## src/rtl/sync_fifo_pkg.sv

```systemverilog
// sync_fifo_pkg: shared constants and sizing helpers for the sync_fifo slice.
//   DEFAULT_*     : default word width / address width used by sync_fifo
//   fifo_depth()  : number of entries for a given address width
//   ptr_width()   : pointer width (address bits plus one wrap bit)
package sync_fifo_pkg;

  localparam int unsigned DEFAULT_DATA_WIDTH = 8;
  localparam int unsigned DEFAULT_FIFO_ASIZE = 4;
  localparam int unsigned DEFAULT_DEPTH      = 2 ** DEFAULT_FIFO_ASIZE;
  localparam int unsigned DEFAULT_PTR_WIDTH  = DEFAULT_FIFO_ASIZE + 1;

  function automatic int unsigned fifo_depth(input int unsigned asize);
    return 32'd1 << asize;
  endfunction

  // The extra MSB distinguishes full from empty when the address bits match.
  function automatic int unsigned ptr_width(input int unsigned asize);
    return asize + 32'd1;
  endfunction

endpackage

```

## src/rtl/sync_fifo_mem.sv

```systemverilog
// sync_fifo_mem: DEPTH x DATA_WIDTH register file for sync_fifo.
//   clk   : write clock
//   we    : write enable, sampled on the rising edge
//   waddr : write address
//   wdata : write data
//   raddr : asynchronous read address
//   rdata : combinational read data
// Contents are deliberately not reset; the pointers in the top level define
// which entries are valid.
module sync_fifo_mem
  import sync_fifo_pkg::*;
#(
  parameter int unsigned DATA_WIDTH = DEFAULT_DATA_WIDTH,
  parameter int unsigned ADDR_WIDTH = DEFAULT_FIFO_ASIZE
) (
  input  logic                  clk,
  input  logic                  we,
  input  logic [ADDR_WIDTH-1:0] waddr,
  input  logic [DATA_WIDTH-1:0] wdata,
  input  logic [ADDR_WIDTH-1:0] raddr,
  output logic [DATA_WIDTH-1:0] rdata
);

  localparam int unsigned DEPTH = fifo_depth(ADDR_WIDTH);

  logic [DATA_WIDTH-1:0] mem_q [DEPTH];

  always_ff @(posedge clk) begin
    if (we) begin
      mem_q[waddr] <= wdata;
    end
  end

  assign rdata = mem_q[raddr];

endmodule

```

## src/rtl/sync_fifo.sv

```systemverilog
// sync_fifo: single-clock first-word-fall-through FIFO.
//   in_clock  : clock, all state changes on the rising edge
//   in_reset  : asynchronous active-high reset (clears pointers)
//   in_put    : write request
//   in_take   : pop request
//   in_data   : write data
//   out_data  : head-of-queue word, zero while empty
//   out_empty : FIFO holds no entries
//   out_full  : FIFO holds DEPTH entries
module sync_fifo
  import sync_fifo_pkg::*;
#(
  parameter int unsigned DATA_WIDTH = DEFAULT_DATA_WIDTH,
  parameter int unsigned FIFO_ASIZE = DEFAULT_FIFO_ASIZE
) (
  input  logic                  in_clock,
  input  logic                  in_reset,
  input  logic                  in_put,
  input  logic                  in_take,
  input  logic [DATA_WIDTH-1:0] in_data,
  output logic [DATA_WIDTH-1:0] out_data,
  output logic                  out_empty,
  output logic                  out_full
);

  localparam int unsigned PTR_W = ptr_width(FIFO_ASIZE);

  logic [PTR_W-1:0]      wr_ptr_q, wr_ptr_d;
  logic [PTR_W-1:0]      rd_ptr_q, rd_ptr_d;
  logic                  empty, full;
  logic                  put_acc, take_acc;
  logic [DATA_WIDTH-1:0] rd_data;

  // Flags decode the registered pointers only.
  assign empty = (wr_ptr_q == rd_ptr_q);
  assign full  = (wr_ptr_q[FIFO_ASIZE-1:0] == rd_ptr_q[FIFO_ASIZE-1:0]) &&
                 (wr_ptr_q[FIFO_ASIZE] != rd_ptr_q[FIFO_ASIZE]);

  // A put while full is still accepted when a take frees the head slot in
  // the same edge; full implies non-empty, so that take is always accepted.
  assign take_acc = in_take && !empty;
  assign put_acc  = in_put && (!full || take_acc);

  always_comb begin
    wr_ptr_d = wr_ptr_q;
    rd_ptr_d = rd_ptr_q;
    if (put_acc) begin
      wr_ptr_d = wr_ptr_q + PTR_W'(1);
    end
    if (take_acc) begin
      rd_ptr_d = rd_ptr_q + PTR_W'(1);
    end
  end

  always_ff @(posedge in_clock or posedge in_reset) begin
    if (in_reset) begin
      wr_ptr_q <= '0;
      rd_ptr_q <= '0;
    end else begin
      wr_ptr_q <= wr_ptr_d;
      rd_ptr_q <= rd_ptr_d;
    end
  end

  sync_fifo_mem #(
    .DATA_WIDTH (DATA_WIDTH),
    .ADDR_WIDTH (FIFO_ASIZE)
  ) u_mem (
    .clk   (in_clock),
    .we    (put_acc),
    .waddr (wr_ptr_q[FIFO_ASIZE-1:0]),
    .wdata (in_data),
    .raddr (rd_ptr_q[FIFO_ASIZE-1:0]),
    .rdata (rd_data)
  );

  assign out_data  = empty ? '0 : rd_data;
  assign out_empty = empty;
  assign out_full  = full;

endmodule

```

## config.mk

```make
export PLATFORM = sky130hd
export DESIGN_NAME = sync_fifo
export DESIGN_NICKNAME = d
export VERILOG_FILES = /design/src/rtl/sync_fifo_pkg.sv /design/src/rtl/sync_fifo_mem.sv /design/src/rtl/sync_fifo.sv
export SDC_FILE = /design/constraint.sdc
export NUM_CORES = 1
export LEC_CHECK = 0
export ABC_AREA = 1
export BUFFER_PORTS_ARGS = -buffer_cell sky130_fd_sc_hd__buf_2
export CAP_MARGIN = 10
export CORE_MARGIN = 5
export CORE_UTILIZATION = 60
export DETAILED_ROUTE_END_ITERATION = 7
export PLACE_DENSITY = 0.81
export SYNTH_ARGS = -nofsm -noshare
export SYNTH_HDL_FRONTEND = slang
export SYNTH_SLANG_ARGS = --single-unit
```

## constraint.sdc

```tcl
create_clock -name in_clock -period 2.36 [get_ports in_clock]
set_input_delay 0.354 -clock in_clock [delete_from_list [all_inputs] [get_ports in_clock]]
set_output_delay 0.354 -clock in_clock [all_outputs]
set_load 0.1 [all_outputs]
```

Word-level counts from Yosys, hierarchy flattened
Memory sizes are Yosys's and may differ from the RTL's.
Index checks and enable logic that the tools add are counted.
Operators by class
  reduce and logical (&&, ||, !) cells: 6
  $add $sub $neg: 2
  multiplexer cells: 3
  equal/unequal tests: 3
Operators by type and width (count)
  5-bit by 1-bit adder with 5-bit output (second input constant): 2
  8-bit two-way mux: 1
  5-bit == test: 1
  4-bit == test: 1
  1-bit logical AND: 3
  1-bit zero test: 2
  1-bit two-way mux: 2
  1-bit logical OR: 1
  1-bit inequality test: 1
Storage, ports and cells
  input port bits: 12
  memories kept: 1
  register bits: 10
  bits in writable memories: 128
  logic and storage cells: 17
Memory list
  u_mem.mem_q: words 16, bits a word 8, read ports 1, clocked after memory_dff 0, write ports 1, line sync_fifo_mem.sv:26  | logic [DATA_WIDTH-1:0] mem_q [DEPTH];

Longest topological paths before layout
  depth after elaboration: 7
  depth in mapped cells: 10
  mapped depth without buffers: 9

Cells and area by module
From an unflattened synthesis, not the netlist that was laid out.
Second synthesis, totals
  cell total of the unflattened synthesis: 645
  area total of the unflattened synthesis: 6309.8 µm²
By module, submodules not included
  sync_fifo_mem: cells an instance 543, area each 5606.6 µm², seq. area each 3843.7 µm², instances 1
  sync_fifo: cells an instance 102, area each 703.2 µm², seq. area each 250.2 µm², instances 1

Least setup slack after synthesis
No wires, ideal clock.
  path kind: register -> output
  start point: register rd_ptr_q[1]
  end point: output port out_data[0]
  cell stages (with the launch flop): 9
  arrival: 3.381 ns
  slack: -1.375 ns
  path through: dfrtp_1 buf_6 inv_4 nand2_1 nand2_1 nor2_2 nand3_1 clkinv_1 a21oi_1
Between the ends
  cells in the longest elaborated chain, start to end: 2
RTL lines
  start: declaration: line sync_fifo.sv:29  | logic [PTR_W-1:0] rd_ptr_q, rd_ptr_d;
  start signal: assignment: line sync_fifo.sv:61  | rd_ptr_q <= rd_ptr_d;
  5-bit == test: line sync_fifo.sv:35  | assign empty = (wr_ptr_q == rd_ptr_q);
  named net out_empty: line sync_fifo.sv:22  | output logic out_empty,
  8-bit two-way mux: line sync_fifo.sv:77  | assign out_data = empty ? '0 : rd_data;
  end: declaration: line sync_fifo.sv:21  | output logic [DATA_WIDTH-1:0] out_data,
The timed path passes the listed nets, and every way through them passes these cells.

Worst setup path after layout
  start point: register rd_ptr_q[0]
  end point: output port out_data[3]
Between the ends
  cells in the longest elaborated chain, start to end: 2
RTL lines (line)
  memory read 16 x 8 bit or 5-bit == test (tied branches)
  8-bit two-way mux (*): sync_fifo.sv:77
Mark *: on every way between the ends. The rest lies on a longest branch, timed or not.

==> flow_metrics.env <==
export IMPL_grt_max_degree=35
export IMPL_hold_depth=3
export IMPL_grt_pass1_vias=4646
export IMPL_grt_usage=0.276
export IMPL_netlist_top_cells_count="270 x nand2_1, 128 x edfxtp_1, 98 x inv_1"
export IMPL_initial_core_util=0.613
export IMPL_avgSynthCellArea_um2=9.59
export IMPL_port_buffers=21
export IMPL_max_freq_ghz=0.387
export IMPL_synth_warnings=0
export IMPL_via_per_inst=5.91
export IMPL_antenna_found_initial=0
export IMPL_dr_pass1_iters=6
export IMPL_path_max_fanout=10
export IMPL_ys_seq_area_frac=0.650
export IMPL_wl_met3_mm=1.92
export IMPL_area_growth_pct=28.0
export IMPL_post_place_ws_ns=0.255
export IMPL_drv_slew=0
export IMPL_hold_ws_ns=0.142
export IMPL_synth_top_area_share=0.610
export IMPL_clock_path_buffers=2
export IMPL_htree_num_levels=4
export IMPL_cts_tree="done"
export IMPL_violations="negative setup slack"
export IMPL_finalHoldViolCount=0
export IMPL_ys_top_cells_by_area="edfxtp_1 61%, nand2_1 16%, inv_1 5.8%"
export IMPL_dr_first_iter_drc_count=759
export IMPL_holdPathEnd="wr_ptr_q[1]"
export IMPL_yosysMostFrequentCell="nand2_1"
export IMPL_wire_per_inst_um=21.5
export IMPL_maxCapViolCount=0
export IMPL_drc=0
export IMPL_path_class="flop to output pin"
export IMPL_synth_area_um2=6300
export IMPL_vias=5104
export IMPL_worstMarginPinSlew_ns=0.719
export IMPL_worst_r2r_setup_slack_ns=0.14
export IMPL_clock_latency_ns=0.54
export IMPL_cp_start_kind="flop"
export IMPL_final_seq_area_um2=4100
export IMPL_startpoint="rd_ptr_q[0]"
export IMPL_leakage_nw=3.57
export IMPL_top_layer_used="met4"
export IMPL_power_mw=12.7
export IMPL_core_area_um2=10300
export IMPL_syn_inst=657
export IMPL_dieArea_um2=12600
export IMPL_r2r_start="wr_ptr_q[1]"
export IMPL_final_layout_size_suffix_gt1_frac=0.238
export IMPL_hp_start="in_put"
export IMPL_place_gp_congestion=0.902
export IMPL_max_slew_margin_rel=0.519
export IMPL_cts_root_buf="clkbuf_8"
export IMPL_rsz0062_at_grt="yes"
export IMPL_synthDistinctLibCells=22
export IMPL_p_per_area_nw_per_um2=1570
export IMPL_regToRegEndpoint="u_mem.mem_q[3][7]"
export IMPL_fin_crit_sh=1.09
export IMPL_multi_input_area_um2=2010
export IMPL_clk_pin_slew_worst_paths_ns=0.07
export IMPL_dieWidth_um=112
export IMPL_status="finished, violations left"
export IMPL_grt_overflow=0
export IMPL_setup_viol=10
export IMPL_crit_required_ns=2.01
export IMPL_end_kind="output pin"
export IMPL_setup_ws_ns=-0.223
export IMPL_min_period_ns=2.58
export IMPL_hpwl_mm=9.05
export IMPL_die_y_um=112
export IMPL_num_io_pins=22
export IMPL_grt_pass1_wl_mm=26.0
export IMPL_rows=37
export IMPL_m1WireLength_mm=6.58
export IMPL_hp_class="primary input to flop"
export IMPL_antenna_left=0
export IMPL_synth_top_cell_by_area="edfxtp_1"
export IMPL_syn_nets=674
export IMPL_ys_ff_latch=138
export IMPL_synth_async_sr_flop_share=0.0725
export IMPL_wl_met2_mm=8.92
export IMPL_fin_worst_skew_ns=0.0142
export IMPL_numCtsBuffers=17
export IMPL_totalWireLength_mm=18.6
export IMPL_fin_nets=732
export IMPL_cts_num_sinks=138
export IMPL_arrival_ns=2.23
export IMPL_synthFlopType="edfxtp_1"
export IMPL_n_fill_cell=536
export IMPL_reg2regPathDepth=8
export IMPL_diodes=0
export IMPL_synth_enable_flop_cells=128
export IMPL_ir_worst_vdd_mv=1.71
[worst max-delay path, cell delays in order, from the launching register on]
cell and delay (ns):
dfrtp_2 0.50, buf_4 0.18, clkbuf_16 0.15, nand2_1 0.05, nand2_1 0.07, nand2_1 0.07
nand3_1 0.15, nand3_2 0.15, a21oi_4 0.19, buf_12 0.19
[cell usage in the layout (no fill, tap or decap), types with 11 or more instances in the layout]
cell type	n
buf_4	27
nand3_2	24
buf_12	17
clkbuf_16	20
nor2_1	20
nand2_1	244
inv_1	90
nand2_2	24
nand3_1	46
edfxtp_1	128
buf_2	11
[worst max path at each step]
stage | cells past startpoint | slack, ns | end
floorplan | 8 | 0.16 | out_data[0]
global route | 9 | -0.27 | out_data[3]
detailed placement | 8 | 0.25 | out_data[4]
finish | 9 | -0.22 | out_data[3]
CTS | 8 | -0.12 | out_data[1]
global placement | 7 | 0.32 | u_mem.mem_q[3][1]
[sequential cells by signal (all words and copies together) (netlist names)]
signal	flops
u_mem.mem_q	128
wr_ptr_q	5
rd_ptr_q	5
[timing repair]
item | in CTS | in global routing
gates cloned | 3 | 5
setup endpoints to repair | 10 | 10
gates resized for setup | 44 | 49
pin swaps | 18 | 23
buffers inserted | 3 | 6
hold endpoints to repair | 10 | 0
hold buffers | 1 | 0
[kinds of logic (layout without fill, tap and decap cells)]
logic type / Yosys count / in the layout / share of synthesized area
and+or+nand+nor: 369 / 369 / 0.240
DFF: 138 / 138 / 0.650
buffers and inverters: 129 / 200 / 0.0836
AOI/OAI and AO/OA: 9 / 9 / 0.00715
xor gates and xnor gates: 7 / 7 / 0.00973
adders and majority gates: 5 / 5 / 0.00993
[layer usage]
metal | global-route usage | vias to the layer above
li1 | - | 2197
met1 | 0.359 | 2372
met2 | 0.437 | 424
met3 | 0.0668 | 111
met4 | 0.138 | 0
met5 | 0 | -
[stage by stage]
| stage | area, µm² | std cells | TNS [ns] | util |
|---|---|---|---|---|
| global placement | 6900 | 815 | 0 | 0.672 |
| detailed placement | 6900 | 815 | 0 | 0.672 |
| finish | 8070 | 864 | -1.63 | 0.785 |
| floorplan | 6400 | 657 | 0 | - |
| global route | 8070 | 864 | -2.09 | 0.785 |
| CTS | 7750 | 854 | -1.02 | 0.754 |
[area by class of cell]
class | instances | share of cell area
clock buffer | 23 | 0.0554
multi-input combinational | 390 | 0.249
timing repair inverter | 1 | 0.00202
inverter | 103 | 0.0498
sequential | 138 | 0.508
clock inverter | 9 | 0.0183
timing repair buffer | 64 | 0.0959
tap | 136 | 0.0211
[where the power goes]
| part | internal [mW] | switching (mW) | leakage [nW] |
|---|---|---|---|
| logic | 2.39 | 4.44 | 2.00 |
| clock network | 1.74 | 0.979 | 0.290 |
| registers | 2.95 | 0.211 | 1.28 |
| total | 7.07 | 5.63 | 3.57 |
Power figures use the tool's default switching activity.
